===== config.mk =====
export PLATFORM = sky130hd
export DESIGN_NAME = rv32i_fetch
export DESIGN_NICKNAME = d
export VERILOG_FILES = /design/src/rtl/rv32i_fetch.sv
export SDC_FILE = /design/constraint.sdc
export NUM_CORES = 1
export LEC_CHECK = 0
export ABC_AREA = 0
export CAP_MARGIN = 20
export CORE_AREA = 2 2 133 135
export DETAILED_ROUTE_END_ITERATION = 8
export DIE_AREA = 0 0 135 137
export HOLD_SLACK_MARGIN = 0.03
export PLACE_DENSITY = 0.81
export SLEW_MARGIN = 20
export SYNTH_ARGS = -nofsm -noshare
export SYNTH_HDL_FRONTEND = slang
export SYNTH_SLANG_ARGS = --single-unit

===== constraint.sdc =====
create_clock -name clk -period 10.7 [get_ports clk]
set_clock_uncertainty 0.05 [all_clocks]
set_input_delay 3.21 -clock clk [delete_from_list [all_inputs] [get_ports clk]]
set_output_delay 3.21 -clock clk [all_outputs]
set_load 0.1 [all_outputs]

===== src/rtl/rv32i_fetch.sv =====
`default_nettype none
// ==========================================================================
// Module  : rv32i_fetch
// Brief   : RV32I fetch unit - credit-limited imem requests, PC/instr FIFO to decode
// Revision: 1.0
// ==========================================================================
module rv32i_fetch #(
  parameter logic [31:0] RESET_PC   = 32'h8000_0000,
  parameter int          FIFO_DEPTH = 2
) (
  input  logic        clk,
  input  logic        rst_n,
  input  logic        redirect_valid,
  input  logic [31:0] redirect_pc,
  output logic        imem_req_valid,
  input  logic        imem_req_ready,
  output logic [31:0] imem_req_addr,
  input  logic        imem_rsp_valid,
  input  logic [31:0] imem_rsp_data,
  input  logic        imem_rsp_err,
  output logic        if_valid,
  input  logic        if_ready,
  output logic [31:0] if_instr,
  output logic [31:0] if_pc,
  output logic        if_fault
);

  localparam int c_ptr_w = $clog2(FIFO_DEPTH);
  localparam int c_cnt_w = c_ptr_w + 1;
  localparam logic [c_cnt_w-1:0] c_cnt_one = c_cnt_w'(1);
  localparam logic [c_ptr_w-1:0] c_ptr_one = c_ptr_w'(1);
  localparam logic [c_cnt_w:0]   c_depth   = (c_cnt_w + 1)'(FIFO_DEPTH);

  logic [31:0]        r_pc;
  logic [31:0]        r_rsp_pc;
  logic               r_run;
  logic [c_cnt_w-1:0] r_outstanding;
  logic [c_cnt_w-1:0] r_drop_cnt;
  logic [c_cnt_w-1:0] r_count;
  logic [c_ptr_w-1:0] r_wr_ptr;
  logic [c_ptr_w-1:0] r_rd_ptr;
  logic [31:0]        r_fifo_instr [FIFO_DEPTH];
  logic [31:0]        r_fifo_pc    [FIFO_DEPTH];
  logic               r_fifo_err   [FIFO_DEPTH];

  logic               w_credit;
  logic               w_req_fire;
  logic               w_rsp_fire;
  logic               w_drop;
  logic               w_push;
  logic               w_pop;
  logic [c_cnt_w-1:0] w_out_next;
  logic [c_cnt_w-1:0] w_count_next;
  logic [31:0]        w_target;
  logic               w_unused;

  assign w_target = {redirect_pc[31:2], 2'b00};
  assign w_unused = ^redirect_pc[1:0];

  // Every buffer slot is reserved from request acceptance until decode pops it.
  assign w_credit       = ({1'b0, r_count} + {1'b0, r_outstanding}) < c_depth;
  assign imem_req_valid = r_run & w_credit & ~redirect_valid;
  assign imem_req_addr  = r_pc;

  assign w_req_fire = imem_req_valid & imem_req_ready;
  assign w_rsp_fire = imem_rsp_valid & (r_outstanding != '0);
  assign w_drop     = (r_drop_cnt != '0) | redirect_valid;
  assign w_push     = w_rsp_fire & ~w_drop;
  assign w_pop      = if_valid & if_ready & ~redirect_valid;

  assign if_valid = (r_count != '0);
  assign if_instr = if_valid ? r_fifo_instr[r_rd_ptr] : 32'd0;
  assign if_pc    = if_valid ? r_fifo_pc[r_rd_ptr]    : 32'd0;
  assign if_fault = if_valid & r_fifo_err[r_rd_ptr];

  always_comb begin
    w_out_next = r_outstanding;
    if (w_req_fire && !w_rsp_fire) begin
      w_out_next = r_outstanding + c_cnt_one;
    end else if (!w_req_fire && w_rsp_fire) begin
      w_out_next = r_outstanding - c_cnt_one;
    end
  end

  always_comb begin
    w_count_next = r_count;
    if (w_push && !w_pop) begin
      w_count_next = r_count + c_cnt_one;
    end else if (!w_push && w_pop) begin
      w_count_next = r_count - c_cnt_one;
    end
  end

  always_ff @(posedge clk) begin
    if (!rst_n) begin
      r_pc          <= RESET_PC;
      r_rsp_pc      <= RESET_PC;
      r_run         <= 1'b0;
      r_outstanding <= '0;
      r_drop_cnt    <= '0;
      r_count       <= '0;
      r_wr_ptr      <= '0;
      r_rd_ptr      <= '0;
    end else begin
      r_run         <= 1'b1;
      r_outstanding <= w_out_next;
      if (redirect_valid) begin
        // Everything still in flight after this cycle belongs to the old stream.
        r_pc       <= w_target;
        r_rsp_pc   <= w_target;
        r_drop_cnt <= w_out_next;
        r_count    <= '0;
        r_wr_ptr   <= '0;
        r_rd_ptr   <= '0;
      end else begin
        if (w_req_fire) begin
          r_pc <= r_pc + 32'd4;
        end
        if (w_rsp_fire && (r_drop_cnt != '0)) begin
          r_drop_cnt <= r_drop_cnt - c_cnt_one;
        end
        if (w_push) begin
          r_wr_ptr <= r_wr_ptr + c_ptr_one;
          r_rsp_pc <= r_rsp_pc + 32'd4;
        end
        if (w_pop) begin
          r_rd_ptr <= r_rd_ptr + c_ptr_one;
        end
        r_count <= w_count_next;
      end
    end
  end

  always_ff @(posedge clk) begin
    if (w_push) begin
      r_fifo_instr[r_wr_ptr] <= imem_rsp_data;
      r_fifo_pc[r_wr_ptr]    <= r_rsp_pc;
      r_fifo_err[r_wr_ptr]   <= imem_rsp_err;
    end
  end

  a_rsp_has_credit: assert property (@(posedge clk) disable iff (!rst_n)
    imem_rsp_valid |-> (r_outstanding != '0));

endmodule
`default_nettype wire


-- After elaboration in Yosys (flattened, before gate mapping)
Memory sizes are Yosys's and may differ from the RTL's. A register that Yosys moved wholly into a read port is not among the register bits.
Cells that the tools add are included.
- flip-flop bits (word level): 73
- bits in latches: 0
- RAM bits: 130
- ROM bits: 0
- input bits: 71
- output and inout bits: 99
- memories kept: 3
- memories (memory ; depth ; width ; rd ports ; clocked after memory_dff ; write ports ; RTL line ; source):
    r_fifo_instr ; 2 ; 32 ; 1 ; 1 ; 1 ; 42 ; logic [31:0] r_fifo_instr [FIFO_DEPTH];
    r_fifo_pc ; 2 ; 32 ; 1 ; 1 ; 1 ; 43 ; logic [31:0] r_fifo_pc [FIFO_DEPTH];
    r_fifo_err ; 2 ; 1 ; 1 ; 1 ; 1 ; 44 ; logic r_fifo_err [FIFO_DEPTH];
- add/subtract/negate cells: 10
- multipliers: 0
- divide/modulo/power cells: 0
- $lt $le $gt $ge: 1
- equal/unequal tests: 0
- shift operators: 0
- multiplexer cells: 21
- bitwise operators: 12
- reduce and logical (&&, ||, !) cells: 17
- operator list (operator ; number):
    $mux W32 ; 6
    $add A32 B3 Y32 const B ; 2
    $reduce_bool A2 Y1 ; 7
    $mux W2 ; 6
    $mux W1 ; 9
    $and A1 B1 Y1 ; 8
    $sub A2 B1 Y2 const B ; 3
    $logic_and A1 B1 Y1 ; 5
    $add A2 B1 Y2 const B ; 2
    $logic_not A1 Y1 ; 4
    $add A2 B2 Y3 ; 1
    $lt A3 B2 Y1 const B ; 1
    $not A1 Y1 ; 3
    $add A1 B1 Y1 const B ; 2
    $reduce_or A2 Y1 ; 1
    $or A1 B1 Y1 ; 1

-- Depth between registers and ports, before layout
Gate-level depths: netlist of the first run.
- word-level depth: 10
- depth in mapped cells: 8
- mapped depth without buffers: 8

-- Worst setup path before layout of the first run
Ideal clock, no wire load.
- kind: input -> register
- start: input port redirect_valid
- end: memory r_fifo_err[0], enable pin
- arrival time: 8.177 ns
- setup slack: 1.912 ns
- stages: 4
- path through: clkbuf_1 > buf_1 > clkbuf_1 > nor3_1
- longest elaborated chain between the ends: 5
- RTL lines (item ; RTL line ; source):
    from (decl) ; 13 ; input logic redirect_valid,
    $or A1 B1 Y1 ; 67 ; assign w_drop = (r_drop_cnt != '0) | redirect_valid;
    $not A1 Y1 ; 68 ; assign w_push = w_rsp_fire & ~w_drop;
    $and A1 B1 Y1 ; 68 ;
    $mux W1 ; 135 ; if (w_push) begin
    $mux W1 (not written as such) ; 138 ; r_fifo_err[r_wr_ptr] <= imem_rsp_err;
    to (decl) ; 44 ;
Every way passes these cells.

-- Worst setup path after layout of the first run
- start: input port redirect_valid
- end: output port imem_req_valid
- longest elaborated chain between the ends: 2
- RTL lines (item ; RTL line ; source):
    $not A1 Y1 ; 62 ; assign imem_req_valid = r_run & w_credit & ~redirect_valid;
    $and A1 B1 Y1 ; 62 ;
    to (decl) ; 15 ; output logic imem_req_valid,
Every way passes these cells.

==> results of run 1 <==
==> cell usage after synthesis (all sizes together), types with 3 or more instances <==
master,number
a21boi,6
a21o,4
a21oi,39
a22o,3
a31oi,3
and2,7
and3,9
and4,4
buf,7
clkbuf,38
dfxtp,70
edfxtp,126
ha,5
inv,13
mux2i,63
nand2,47
nand3,23
nand4,22
nor2,80
nor2b,5
nor3,14
nor4,20
o211a,5
o21a,6
o21ai,41
o311ai,4
o31ai,6
or3,3
or4,3
xnor2,34
xor2,14
==> through the flow <==
step / total power [mW] / util (%)
after floorplan: 1.22 / -
after global placement: 1.33 / 61.3
after detailed placement: 1.33 / 61.3
after CTS: 1.98 / 64.8
after global routing: 2.04 / 64.8
final: 1.96 / 64.8
==> critical path, delay by kind of cell <==
family	cells	cell delay, ns
AND/OR/NAND/NOR	1	0.48
buffers and inverters	3	1.06
==> sequential cells by signal, indices dropped and copies added, names as in the netlist, named ones only <==
signal         count
r_fifo_instr      64
r_fifo_pc         60
imem_req_addr     30
r_rsp_pc          30
r_count            2
r_drop_cnt         2
r_fifo_err         2
r_outstanding      2
r_rd_ptr           1
r_run              1
r_wr_ptr           1
==> worst paths after layout <==
path                                                start                        endpoint  slack [ns]  cells after the start
worst min-delay path            r_rsp_pc[31]$_SDFFE_PN1P_      r_fifo_pc[0][31]$_DFFE_PP_        0.44                      0
worst max-delay path                       redirect_valid                  imem_req_valid        2.70                      4
worst min register to register  r_rsp_pc[31]$_SDFFE_PN1P_      r_fifo_pc[0][31]$_DFFE_PP_        0.44                      0
worst max register to register    r_count[0]$_SDFFE_PP0P_  imem_req_addr[18]$_SDFFE_PN0P_        7.67                      7
==> cell families (layout without fill, tap and decap cells) <==
logic type / count (synthesis) / in the layout / share of synthesized area, %
adder cells (fa/ha/maj): 6 / 6 / 0.953
other: 1 / 4 / 0.0433
flip-flops: 196 / 196 / 59.8
XOR/XNOR: 48 / 48 / 4.85
AND/OR/NAND/NOR: 247 / 247 / 15.0
buffers and inverters: 59 / 215 / 2.84
AO/OA/AOI/OAI: 129 / 129 / 9.20
multiplexers: 63 / 63 / 7.28
==> report_power, final <==
| part | total (mW) | internal, mW | switching [mW] |
|---|---|---|---|
| logic | 0.426 | 0.122 | 0.303 |
| clock network | 0.645 | 0.369 | 0.276 |
| registers | 0.893 | 0.855 | 0.0379 |
| total | 1.96 | 1.35 | 0.617 |
==> area by class of cell <==
cell class	count	area [sq um]	share of cell area [%]
tap	225	282	2.55
sequential	196	5190	46.9
clock buffer	17	425	3.85
inverter	14	52.6	0.475
clock inverter	15	175	1.58
multi-input combinational	497	3260	29.5
timing repair buffer	169	1670	15.1
==> per-layer routing <==
metal | vias to the layer above | share of wire, %
met2 | 264 | 45
li1 | 3049 | -
met5 | - | 0
met1 | 2887 | 44
met3 | 20 | 8.9
met4 | 0 | 1.6
==> impl_metrics.json, run 1 <==
{
  "worstPathArrival_ns": 4.74,
  "vias": 6220,
  "critPathKind": "in -> out",
  "cts_resized": 0,
  "ys_seq_area_share_pct": 59.8,
  "slowest_stage": "nor4b_4",
  "coreArea_sq_mm": 0.0171,
  "status": "completed",
  "antenna_found_initial": 0,
  "power_density_mw_per_mm2": 178,
  "synthFlopType": "edfxtp_1",
  "die_w_microns": 135,
  "cts-hold-fix-buffers": 0,
  "grt_pass1_vias": 5740,
  "synthCells": 749,
  "worst_slack_ns": 2.70,
  "dpl_worst_slack_ns": 2.70,
  "dp_cells": 1101,
  "grt_pass1_wl_microns": 30300,
  "ir_worst_vdd_uv": 127,
  "timing.hold.ws_ns": 0.437,
  "post_cts_buffers": 0,
  "root_buffer": "clkbuf_16",
  "route.detailed.drc": 0,
  "met1_usage_pct": 29.4,
  "most-common-layout-cells": "clkdlybuf4s50_1 (162), edfxtp_1 (126), nor2_1 (79)",
  "rows": 48,
  "period_needed_ns": 8.00,
  "netlist.area_leader.share_pct": 43.7,
  "cp_cell_sequence": "clkdlybuf4s50_1 -> buf_4 -> nor4b_4 -> buf_4",
  "cp_max_fo": 48,
  "cts_sinks": 196,
  "synth_edf_count": 126,
  "ys_warn_count": 0,
  "nNetsFinal": 972,
  "finalSetupTns_ns": 0,
  "ioPinCount": 170,
  "die-area_sq_mm": 0.0185,
  "routedWlPerCell_microns": 16.9,
  "slowest_delay_ns": 0.48,
  "avgSynthCellArea_sq_um": 11.6,
  "ant_nets": 0,
  "fillers": 1316,
  "path_common_cell": "buf_4",
  "drtPass1Iterations": 5,
  "start_util_pct": 50.8,
  "routed_wl_microns": 19100,
  "holdCritPathClass": "reg -> reg",
  "gp_congestion": 0.868,
  "place_area_sq_mm": 0.0105,
  "fmax_mhz": 125,
  "synth_cell_types": 64,
  "hold_violations": 0,
  "critical_path_required_ns": 7.44,
  "cts_tree": "yes",
  "stdcell_area_sq_mm": 0.0111,
  "setup_viol": 0,
  "period_share_pct": 74.8,
  "die_height_microns": 137,
  "drive_above_1_share_pct": 6.06,
  "final_common_cell": "clkdlybuf4s50_1",
  "ys_top_cells_by_area": "edfxtp_1 (44%), dfxtp_1 (16%), mux2i_1 (7.3%)",
  "leakage_nw": 3.56,
  "synth_async_sr_flop_share_pct": 0,
  "cts_buffers": 17,
  "busiest_layer": "met2",
  "port_buffers": 163,
  "final_cells": 1133,
  "clock_path_buffers": 2,
  "max_slew_margin_pct": 25.9,
  "drt_iter0_drc": 399,
  "antennaDiodeCount": 0,
  "syn-cell-area_sq_mm": 0.00867,
  "start_kind": "primary input",
  "path_clk_slew_ns": 0.07,
  "cap_violations": 0,
  "grt_use_total_pct": 21.1,
  "grt_max_degree": 65,
  "cp-end-kind": "output pin",
  "hpwl_microns": 12800,
  "yosys.area.top_type": "edfxtp_1",
  "htree_num_levels": 4,
  "gr-usage-met3_pct": 4.67,
  "tightest_slew_ns": 1.11,
  "grt_overflow": 0,
  "drv_slew": 0,
  "worstSkewPairLatency_ns": 0.43,
  "ys_seq_elements": 196,
  "grt_use_met2_pct": 33.0,
  "vias_per_cell": 5.49,
  "syn_to_final_growth_pct": 27.6,
  "rsz0062_at_grt": "false"
}
No activity file was read; power rests on OpenSTA's default activity.
==> run 2, diff against run 1 <==
Clock period 10.7 ns to 7.85 ns, I/O delays scaled along.
==> run 2 against run 1 <==
Effect of this change: combinational power up 37%; hold slack better by 0.014 ns; total power up 38%; cell area up 0.40%; via count up 2.0%; die area unchanged; count of clock-buffer cells in the layout up 1; core utilization up 0.26 points; sequential power up 37%; highest routed layer unchanged.
==> impl_metrics.json, run 2 (synthesized netlist as in run 1, its figures left out) <==
{
  "slowest_stage": "nor4b_4",
  "worstSkewPairLatency_ns": 0.43,
  "critPathKind": "in -> out",
  "vias_per_cell": 5.59,
  "hold_start": "r_rsp_pc[31]$_SDFFE_PN1P_",
  "reg2reg_depth": 7,
  "cts_sinks": 196,
  "clockPowerShare_pct": 33.7,
  "wl_met1_microns": 8420,
  "seqPwrFrac_pct": 44.8,
  "status": "completed",
  "final_common_cell": "clkdlybuf4s50_1",
  "rows": 48,
  "cp_cell_sequence": "buf_2 -> nor4b_4 -> buf_4",
  "fmax_mhz": 177,
  "hpwl_microns": 13200,
  "routedWlPerCell_microns": 17.2,
  "coreArea_sq_mm": 0.0171,
  "wl_met2_microns": 8930,
  "port_buffers": 163,
  "reg2reg_from": "r_count[0]$_SDFFE_PP0P_",
  "worst_r2r_endpoint": "imem_req_addr[18]$_SDFFE_PN0P_",
  "top_register": "r_fifo_instr",
  "root_buffer": "clkbuf_16",
  "clock_path_buffers": 2,
  "r2r_slack_ns": 4.78,
  "switching_share_pct": 31.1,
  "met3_length_microns": 1930,
  "nNetsFinal": 974,
  "cp_max_fo": 5,
  "power.switching_mw": 0.846,
  "route.detailed.drc": 0,
  "cts_buffers": 17,
  "start_util_pct": 50.8,
  "max_slew_margin_pct": 31.3,
  "worstPathArrival_ns": 3.25,
  "grt_use_total_pct": 21.2,
  "critPathLaunch": "redirect_valid",
  "power_mw": 2.72,
  "antenna_found_initial": 0,
  "path_clk_slew_ns": 0.07,
  "maxUsedRoutingLayer": "met4",
  "finalSetupTns_ns": 0,
  "drv_slew": 0,
  "worst_slack_ns": 2.20,
  "tightest_slew_ns": 1.03,
  "post-route-util_pct": 65.1,
  "hold_violations": 0,
  "most-common-layout-cells": "clkdlybuf4s50_1 (161), edfxtp_1 (126), nor2_1 (79)",
  "ant_nets": 0,
  "start_kind": "primary input",
  "vias": 6347,
  "power_density_mw_per_mm2": 245,
  "gp_congestion": 0.888,
  "cts_tree": "yes",
  "dpl_worst_slack_ns": 2.21,
  "endpoint": "imem_req_valid",
  "place_area_sq_mm": 0.0105,
  "grt_max_degree": 65,
  "critical_path_required_ns": 5.45,
  "period_share_pct": 72.0,
  "cap_violations": 0,
  "stdcell_area_sq_mm": 0.0111,
  "top_regs": "r_fifo_instr (64), r_fifo_pc (60)",
  "routed_wl_microns": 19500,
  "fillers": 1311,
  "cts_resized": 0,
  "die-area_sq_mm": 0.0185,
  "final_cells": 1135,
  "dp_cells": 1103,
  "drt_iter0_drc": 391,
  "ir_worst_vdd_uv": 170,
  "cts-hold-fix-buffers": 0,
  "holdCritPathClass": "reg -> reg",
  "largest_register_ffs": 64,
  "drive_above_1_share_pct": 6.37,
  "post_cts_buffers": 0,
  "setup_viol": 0,
  "antennaDiodeCount": 0,
  "combPwrFrac_pct": 21.5,
  "period_needed_ns": 5.65,
  "syn_to_final_growth_pct": 28.1,
  "die_w_microns": 135,
  "die_height_microns": 137,
  "slowest_delay_ns": 0.40,
  "drtPass1Iterations": 4,
  "rsz0062_at_grt": "false",
  "grt_pass1_vias": 5909,
  "ioPinCount": 170,
  "timing.hold.ws_ns": 0.451,
  "cp-end-kind": "output pin",
  "leakage_nw": 3.58,
  "grt_pass1_wl_microns": 30400,
  "intPower_mw": 1.87,
  "htree_num_levels": 4,
  "grt_overflow": 0
}
[run 2: power by group through the flow]
stage,logic (mW),clock network [mW],registers [mW]
after floorplan,0.369,0,1.29
after global placement,0.574,0,1.24
after detailed placement,0.581,0,1.24
after CTS,0.586,0.925,1.22
after global routing,0.617,0.966,1.22
final,0.584,0.916,1.22
[run 2: critical path, delay by kind of cell]
kind	cells	cell delay, ns
buffers and inverters	2	0.49
and+or+nand+nor	1	0.40
[run 2: per-layer routing]
layer  up-vias  global-route usage, %
li1       3058                      -
met1      2971                   28.4
met2       298                   33.8
met3        20                   5.74
met4         0                   6.54
met5         -                      0
[run 2: layout make-up]
cell class / instances / area, sq um / share of cell area [%]
repair buffers: 171 / 1680 / 15.2
clock buffers: 18 / 429 / 3.87
multi-input cells: 497 / 3270 / 29.4
flip-flops and latches: 196 / 5190 / 46.7
well taps: 225 / 282 / 2.54
clock inverters: 14 / 199 / 1.79
inverters: 14 / 52.6 / 0.473
[run 2: how the worst min path moves through the flow]
stage	to	slack (ns)	cells after the start
detailed placement	r_fifo_pc[0][31]$_DFFE_PP_	0.43	0
CTS	r_fifo_pc[1][31]$_DFFE_PP_	0.45	0
global placement	r_fifo_pc[0][31]$_DFFE_PP_	0.41	0
finish	r_fifo_pc[1][31]$_DFFE_PP_	0.45	0
global route	r_fifo_pc[0][31]$_DFFE_PP_	0.45	0
floorplan	r_fifo_pc[0][31]$_DFFE_PP_	0.40	0
